## src/rtl/parking_controller_multi.sv

```systemverilog
// Gate controller for a multi-slot car park: occupancy tracking, password entry with lockout, blinking LEDs, 7-seg display.
// Optional macro PARKING_OCC_DISPLAY_EN shows the occupancy count on HEX_1/HEX_2 while idle and not full.
module parking_controller_multi #(
  parameter int              CAPACITY    = 8,
  parameter int              PW_W        = 4,
  parameter logic [PW_W-1:0] PASS_CODE   = 4'hA,
  parameter int              WAIT_CYCLES = 16,
  parameter int              MAX_TRIES   = 3,
  parameter int              LOCK_CYCLES = 32,
  parameter int              BLINK_DIV   = 4
) (
  input  logic                            clk,
  input  logic                            reset_n,
  input  logic                            sensor_entrance,
  input  logic                            sensor_exit,
  input  logic                            car_leave,
  input  logic                            pass_valid,
  input  logic [PW_W-1:0]                 pass_code,
  output logic                            GREEN_LED,
  output logic                            RED_LED,
  output logic [6:0]                      HEX_1,
  output logic [6:0]                      HEX_2,
  output logic [$clog2(CAPACITY+1)-1:0]   occupancy,
  output logic                            full,
  output logic                            lockout
);

  localparam int OW  = $clog2(CAPACITY + 1);
  localparam int TW  = $clog2(((WAIT_CYCLES > LOCK_CYCLES) ? WAIT_CYCLES : LOCK_CYCLES) + 1);
  localparam int TRW = $clog2(MAX_TRIES + 1);
  localparam int BW  = (BLINK_DIV > 1) ? $clog2(BLINK_DIV) : 1;

  typedef enum logic [2:0] {
    IDLE, WAIT_PASSWORD, WRONG_PASS, RIGHT_PASS, STOP, LOCKED
  } state_t;

  state_t         state, state_next;
  logic [TW-1:0]  timer;
  logic [TRW-1:0] tries, tries_next;
  logic [BW-1:0]  presc;
  logic           blink;
  logic           code_ok, inc_occ;
  logic           green_d, red_d;
  logic [6:0]     hex1_d, hex2_d;

  assign code_ok = (pass_code == PASS_CODE);
  assign full    = (occupancy == OW'(CAPACITY));
  assign lockout = (state == LOCKED);

  always_comb begin
    state_next = state;
    tries_next = tries;
    inc_occ    = 1'b0;
    case (state)
      IDLE: if (sensor_entrance && !full) state_next = WAIT_PASSWORD;
      WAIT_PASSWORD, WRONG_PASS: begin
        if (pass_valid) begin
          if (code_ok) begin
            state_next = RIGHT_PASS;
          end else begin
            tries_next = tries + 1'b1;
            state_next = (tries_next >= TRW'(MAX_TRIES)) ? LOCKED : WRONG_PASS;
          end
        end else if (state == WAIT_PASSWORD && timer == TW'(WAIT_CYCLES - 1)) begin
          state_next = IDLE;
          tries_next = '0;
        end
      end
      RIGHT_PASS: begin
        if (sensor_entrance && sensor_exit) begin
          state_next = STOP;
        end else if (sensor_exit) begin
          state_next = IDLE;
          inc_occ    = 1'b1;
        end
      end
      STOP: if (pass_valid && code_ok) state_next = RIGHT_PASS;
      LOCKED: begin
        if (timer == TW'(LOCK_CYCLES - 1)) begin
          state_next = IDLE;
          tries_next = '0;
        end
      end
      default: state_next = IDLE;
    endcase
    if (state_next == RIGHT_PASS) tries_next = '0;
  end

  // Timer and blink prescaler restart on every state change so blinking always begins lit.
  always_ff @(posedge clk or negedge reset_n) begin
    if (!reset_n) begin
      state <= IDLE;
      tries <= '0;
      timer <= '0;
      presc <= '0;
      blink <= 1'b1;
    end else begin
      state <= state_next;
      tries <= tries_next;
      if (state_next != state) begin
        timer <= '0;
        presc <= '0;
        blink <= 1'b1;
      end else begin
        timer <= (state == WAIT_PASSWORD || state == LOCKED) ? timer + 1'b1 : '0;
        if (presc == BW'(BLINK_DIV - 1)) begin
          presc <= '0;
          blink <= ~blink;
        end else begin
          presc <= presc + 1'b1;
        end
      end
    end
  end

  always_ff @(posedge clk or negedge reset_n) begin
    if (!reset_n) begin
      occupancy <= '0;
    end else if (inc_occ && !car_leave) begin
      if (!full) occupancy <= occupancy + 1'b1;
    end else if (car_leave && !inc_occ) begin
      if (occupancy != '0) occupancy <= occupancy - 1'b1;
    end
  end

`ifdef PARKING_OCC_DISPLAY_EN
  function automatic logic [6:0] seg7(input int d);
    case (d)
      0: seg7 = 7'h40;
      1: seg7 = 7'h79;
      2: seg7 = 7'h24;
      3: seg7 = 7'h30;
      4: seg7 = 7'h19;
      5: seg7 = 7'h12;
      6: seg7 = 7'h02;
      7: seg7 = 7'h78;
      8: seg7 = 7'h00;
      9: seg7 = 7'h10;
      default: seg7 = 7'h7F;
    endcase
  endfunction

  int occ_tens, occ_units;
  assign occ_tens  = (int'(occupancy) / 10) % 10;
  assign occ_units = int'(occupancy) % 10;
`endif

  always_comb begin
    green_d = 1'b0;
    red_d   = 1'b0;
    hex1_d  = 7'h7F;
    hex2_d  = 7'h7F;
    case (state)
      IDLE: begin
        if (full) begin
          hex1_d = 7'h0E;
          hex2_d = 7'h41;
        end
`ifdef PARKING_OCC_DISPLAY_EN
        else begin
          hex1_d = (occ_tens == 0) ? 7'h7F : seg7(occ_tens);
          hex2_d = seg7(occ_units);
        end
`endif
      end
      WAIT_PASSWORD: begin
        red_d  = 1'b1;
        hex1_d = 7'h06;
        hex2_d = 7'h2B;
      end
      WRONG_PASS: begin
        red_d  = blink;
        hex1_d = 7'h06;
        hex2_d = 7'h06;
      end
      RIGHT_PASS: begin
        green_d = blink;
        hex1_d  = 7'h02;
        hex2_d  = 7'h40;
      end
      STOP: begin
        red_d  = blink;
        hex1_d = 7'h12;
        hex2_d = 7'h0C;
      end
      LOCKED: begin
        red_d  = 1'b1;
        hex1_d = 7'h47;
        hex2_d = 7'h47;
      end
      default: ;
    endcase
  end

  always_ff @(posedge clk or negedge reset_n) begin
    if (!reset_n) begin
      GREEN_LED <= 1'b0;
      RED_LED   <= 1'b0;
      HEX_1     <= 7'h7F;
      HEX_2     <= 7'h7F;
    end else begin
      GREEN_LED <= green_d;
      RED_LED   <= red_d;
      HEX_1     <= hex1_d;
      HEX_2     <= hex2_d;
    end
  end

endmodule
```

## config.mk

```make
export PLATFORM = sky130hd
export DESIGN_NAME = parking_controller_multi
export DESIGN_NICKNAME = d
export VERILOG_FILES = /design/src/rtl/parking_controller_multi.sv
export SDC_FILE = /design/constraint.sdc
export NUM_CORES = 1
export LEC_CHECK = 0
export CAP_MARGIN = 5
export CORE_ASPECT_RATIO = 1.1
export CORE_MARGIN = 2
export CORE_UTILIZATION = 35
export DETAILED_ROUTE_END_ITERATION = 8
export PLACE_DENSITY = 0.54
export SYNTH_ARGS = -nofsm -noshare
export SYNTH_HDL_FRONTEND = slang
export SYNTH_SLANG_ARGS = --single-unit
```

## constraint.sdc

```tcl
create_clock -name clk -period 7.82 [get_ports clk]
set_clock_uncertainty 0.1 [all_clocks]
set_input_delay 1.173 -clock clk [delete_from_list [all_inputs] [get_ports clk]]
set_output_delay 1.173 -clock clk [all_outputs]
set_load 0.02 [all_outputs]
```

Word-level counts from Yosys, hierarchy flattened
Index checks and enable logic that the tools add are counted.

Output and inout port bits: 22. Input port bits: 10. Logic and storage cells: 89. Bits in registers: 34.

Reductions and logical operators: 21. $add $sub $neg: 5. Magnitude comparators: 1. Bitwise operators: 1. Multiplexer cells: 35. Equality and inequality tests: 16.

Operators by type and width (number): 7-bit case mux with 6 select lines (1); 7-bit case mux with 5 select lines (1); 3-bit two-way mux (9); 6-bit two-way mux (3); 4-bit two-way mux (4); 3-bit case mux with 5 select lines (1); 2-bit two-way mux (7); 3-bit by 2-bit == test with 1-bit output, second input constant (3); 4-bit == test, second input constant (2); 7-bit two-way mux (1); 6-bit by 1-bit adder with 6-bit output, second input constant (1); 3-bit == test, second input constant (2); 6-bit by 4-bit == test with 1-bit output, second input constant (1); 6-bit by 5-bit == test with 1-bit output, second input constant (1); 1-bit logical AND (6); 1-bit two-way mux (6); 2-bit nonzero test (3); 2-bit OR reduction (3); 2-bit by 1-bit adder with 2-bit output, second input constant (2); 4-bit by 1-bit adder with 4-bit output, second input constant (1); 4-bit by 1-bit != test with 1-bit output, second input constant (1); 4-bit by 3-bit != test with 1-bit output, second input constant (1); 2-bit case mux with 2 select lines (1); 4-bit AND reduction (1); 15 further kinds (17).

Depth between registers and ports, before layout
Depth in word-level cells: 9. Mapped depth: 11. Depth with buffers taken out: 10.

Least setup slack after synthesis
OpenSTA, ideal clock, no wires.

Kind: input -> register. Start: input sensor_exit. End: register occupancy[3]. Path slack: 4.900 ns. Cell stages on the path: 10. Data required time: 7.588 ns. Arrival: 2.688 ns. Path buffers: 0. Setup time: 0.132 ns. Cells stage by stage: inv_1 nor4_1 ha_1 inv_1 ha_1 a21o_1 a21oi_1 xnor2_1 nand2_1 xnor2_1.

Word-level cells in the longest chain between the ends: 7. Elaborated cells on any way between the ends: 12. Classes of those cells: eq/ne: 1; mux: 4; reduce/logical: 7.

RTL lines: from (decl) (line 15) `input logic sensor_exit,`; 1-bit two-way mux or 1-bit logical AND (tied branches) (line 72, 70); 1-bit two-way mux * (line 70) `if (sensor_entrance && sensor_exit) begin`; 1-bit two-way mux * (line 54) `case (state)`; 1-bit logical NOT (line 121) `end else if (car_leave && !inc_occ) begin`; 1-bit logical AND (line 121); 2-bit nonzero test (no source line); 3-bit AND reduction (no source line); to (signal assigned) (line 120) `if (!full) occupancy <= occupancy + 1'b1;`; to (signal assigned) (line 122) `if (occupancy != '0) occupancy <= occupancy - 1'b1;`; to (decl) (line 23) `output logic [$clog2(CAPACITY+1)-1:0] occupancy,`.

Every way passes the cells marked *; elsewhere a longest branch is shown, timed or not. A chain may end at the register's enable or synchronous reset.

Worst setup path in the final report
Start: register state[0]. End: output lockout.

Word-level cells in the longest chain between the ends: 1.

RTL lines: from (decl) (line 37) `state_t state, state_next;`; from (signal assigned) (line 98) `state <= state_next;`; 3-bit == test (line 48) `assign lockout = (state == LOCKED);`; to (decl) (line 25) `output logic lockout`.

No other way between the ends.

==> metrics.csv <==
metric,value,unit
cts_resized,0,
cts_max_level,2,
start_kind,flip-flop,
dieWidth,73.5,um
cts_tree,yes,
cp-endpoint,lockout,
crit_type,flip-flop to output pin,
setup_tns,0,ns
drt-total-wl,3.95,mm
clk_pin_slew_worst_paths,0.06,ns
setup_viol,0,
vias,1426,
nFillCells,479,
start_util,36.7,%
drive_gt1_share,17.0,%
grt_max_degree,33,
die_h,80.5,um
worst_slew_pin_slew,0.858,ns
io_buffers,30,
synth-edff-count,0,
hold_violations,0,
rsz0062_at_grt,no,
final_antenna_net_count,0,
power_density,393,nW/um^2
leakage,0.959,nW
ys_ff_latch,32,
async_flop_share,100,%
ys_types,63,
antenna_cells,0,
worstPathRequired,6.55,ns
pin_count,32,
drt-initial-drc-count,109,
fin_area,2260,sq um
slowest_delay,0.84,ns
seq_area,817,sq um
place_congestion,0.817,
r2r_slack,4.82,ns
worstHoldPathType,flip-flop to flip-flop,
r2r-start,state[0],
relSlewSlack,42.8,%
antenna_found_initial,0,
finalCriticalPeriod,3.92,ns
ctsHoldBuffers,0,
critical_path.slowest_cell,dfrtp_1,
worstPathArrival,2.65,ns
clk_latency,0.29,ns
fmax,255,MHz
cts.sinks,32,
cp-startpoint,state[0],
drc,0,
maxSlewViolCount,0,
cts_made_buffers,5,
overflow,0,
cp-end-kind,output pin,
r2r_end,occupancy[3],
cap_violations,0,
synth_area_leaders,"dfrtp_1 (26%), dfstp_2 (18%), ha_1 (4.0%)",
track_usage,14.8,%
reg2reg_depth,10,
status,completed,
total_power,888,uW
drt-wirelength-per-cell,14.6,um
drt_first_pass_iters,4,
synth_cells,183,
peakVddDrop,0.0948,mV
fin_nets,228,
rows,27,
dieArea,5920,sq um
design.core.area,5070,sq um
synth_top_cell_area_share,25.5,%
syn2layout_area_growth,21.4,%
post-synth-top-count-cell,dfrtp_1,
grt_pass1_wl,6.75,mm
yosysTopAreaCell,dfrtp_1,
synth_fp_nets,200,
dpl.hpwl,2.91,mm
multi_input_area,947,sq um
clockRootBuffer,clkbuf_8,
grt_pass1_vias,1452,
yosysWarnings,0,
syn_area,1860,sq um
fin_crit_sh,50.2,%
path_cells,nor2b_1 -> and2_1 -> clkdlybuf4s50_1,
avgSynthCellArea,10.2,sq um
viasPerCell,5.28,
ys.flop_type,dfrtp_1,
crit_fanout,23,
post_cts_buffers,0,
ys_seq_area_share,43.9,%
yosys-top-cells-count,"dfrtp_1 (19), nand2_1 (15), dfstp_2 (13)",
placed_area,2180,sq um
clockBufferDepth,2,
[final cells by class]
type	instances	share of cell area, %
clock inverters	1	0.221
inverters	9	1.50
flip-flops and latches	32	36.2
well taps	58	3.21
repair buffers	31	13.6
multi-input cells	132	41.9
clock buffers	7	3.38
[metal layers]
metal	vias to the layer above	share of wire, %	track usage (%)
li1	710	-	-
met1	679	43	18.0
met2	31	52	25.0
met3	6	4.5	4.14
met4	0	1.3	4.91
met5	-	0	0
[power breakdown]
part           total (mW)  switching, mW  internal (mW)
Sequential          0.329         0.0782          0.251
Combinational       0.438          0.233          0.204
Clock               0.121         0.0590         0.0623
[cells in the final DEF, fill, tap and decap left out, drive strengths merged, types with 4 or more instances in the layout]
master	n
dfrtp	19
xor2	4
ha	6
inv	8
nor2	13
o21ai	11
xnor2	7
nor2b	4
nand2	16
clkbuf	7
nor3	9
nand3	4
dfstp	13
clkdlybuf4s50	30
a21oi	12
[flip-flops by register name, indices dropped and copies added, names as in the netlist, 2 cells and up]
name / count
presc: 2
occupancy: 4
state: 3
HEX_2: 7
HEX_1: 5
tries: 2
timer: 6
[cells by family after synthesis]
family	Yosys count	synth area share [%]
AOI/OAI and AO/OA	46	18.3
xor gates and xnor gates	11	5.17
adders and majority gates	7	5.11
buffers and inverters	19	5.24
DFF	32	43.9
muxes	1	0.538
other	1	0.201
and+or+nand+nor	66	21.5
[worst max-delay path, delay by kind of cell, from the launching register on]
family | cells | cell delay (ns)
simple gates | 2 | 0.91
flops | 1 | 0.84
buf+inv | 1 | 0.61
[worst min path at each step]
stage	depth (start not counted)	end	startpoint	slack, ns
after floorplan	1	timer[0]	timer[0]	0.34
after global placement	1	timer[0]	timer[0]	0.36
after detailed placement	1	timer[0]	timer[0]	0.37
after CTS	1	timer[0]	timer[0]	0.38
after global routing	1	timer[0]	timer[0]	0.40
final	1	timer[0]	timer[0]	0.37
[per-stage QoR]
step                      hold WS, ns  std cells  setup slack, ns  utilization (%)
after global placement          0.360        262             4.06             43.0
after floorplan                 0.344        183             4.90                -
after CTS                       0.376        270             3.94             44.6
after detailed placement        0.368        262             3.97             43.0
final                           0.375        270             3.90             44.6
after global routing            0.398        270             3.78             44.6
Note: power is estimated with default switching activity, not from simulation.
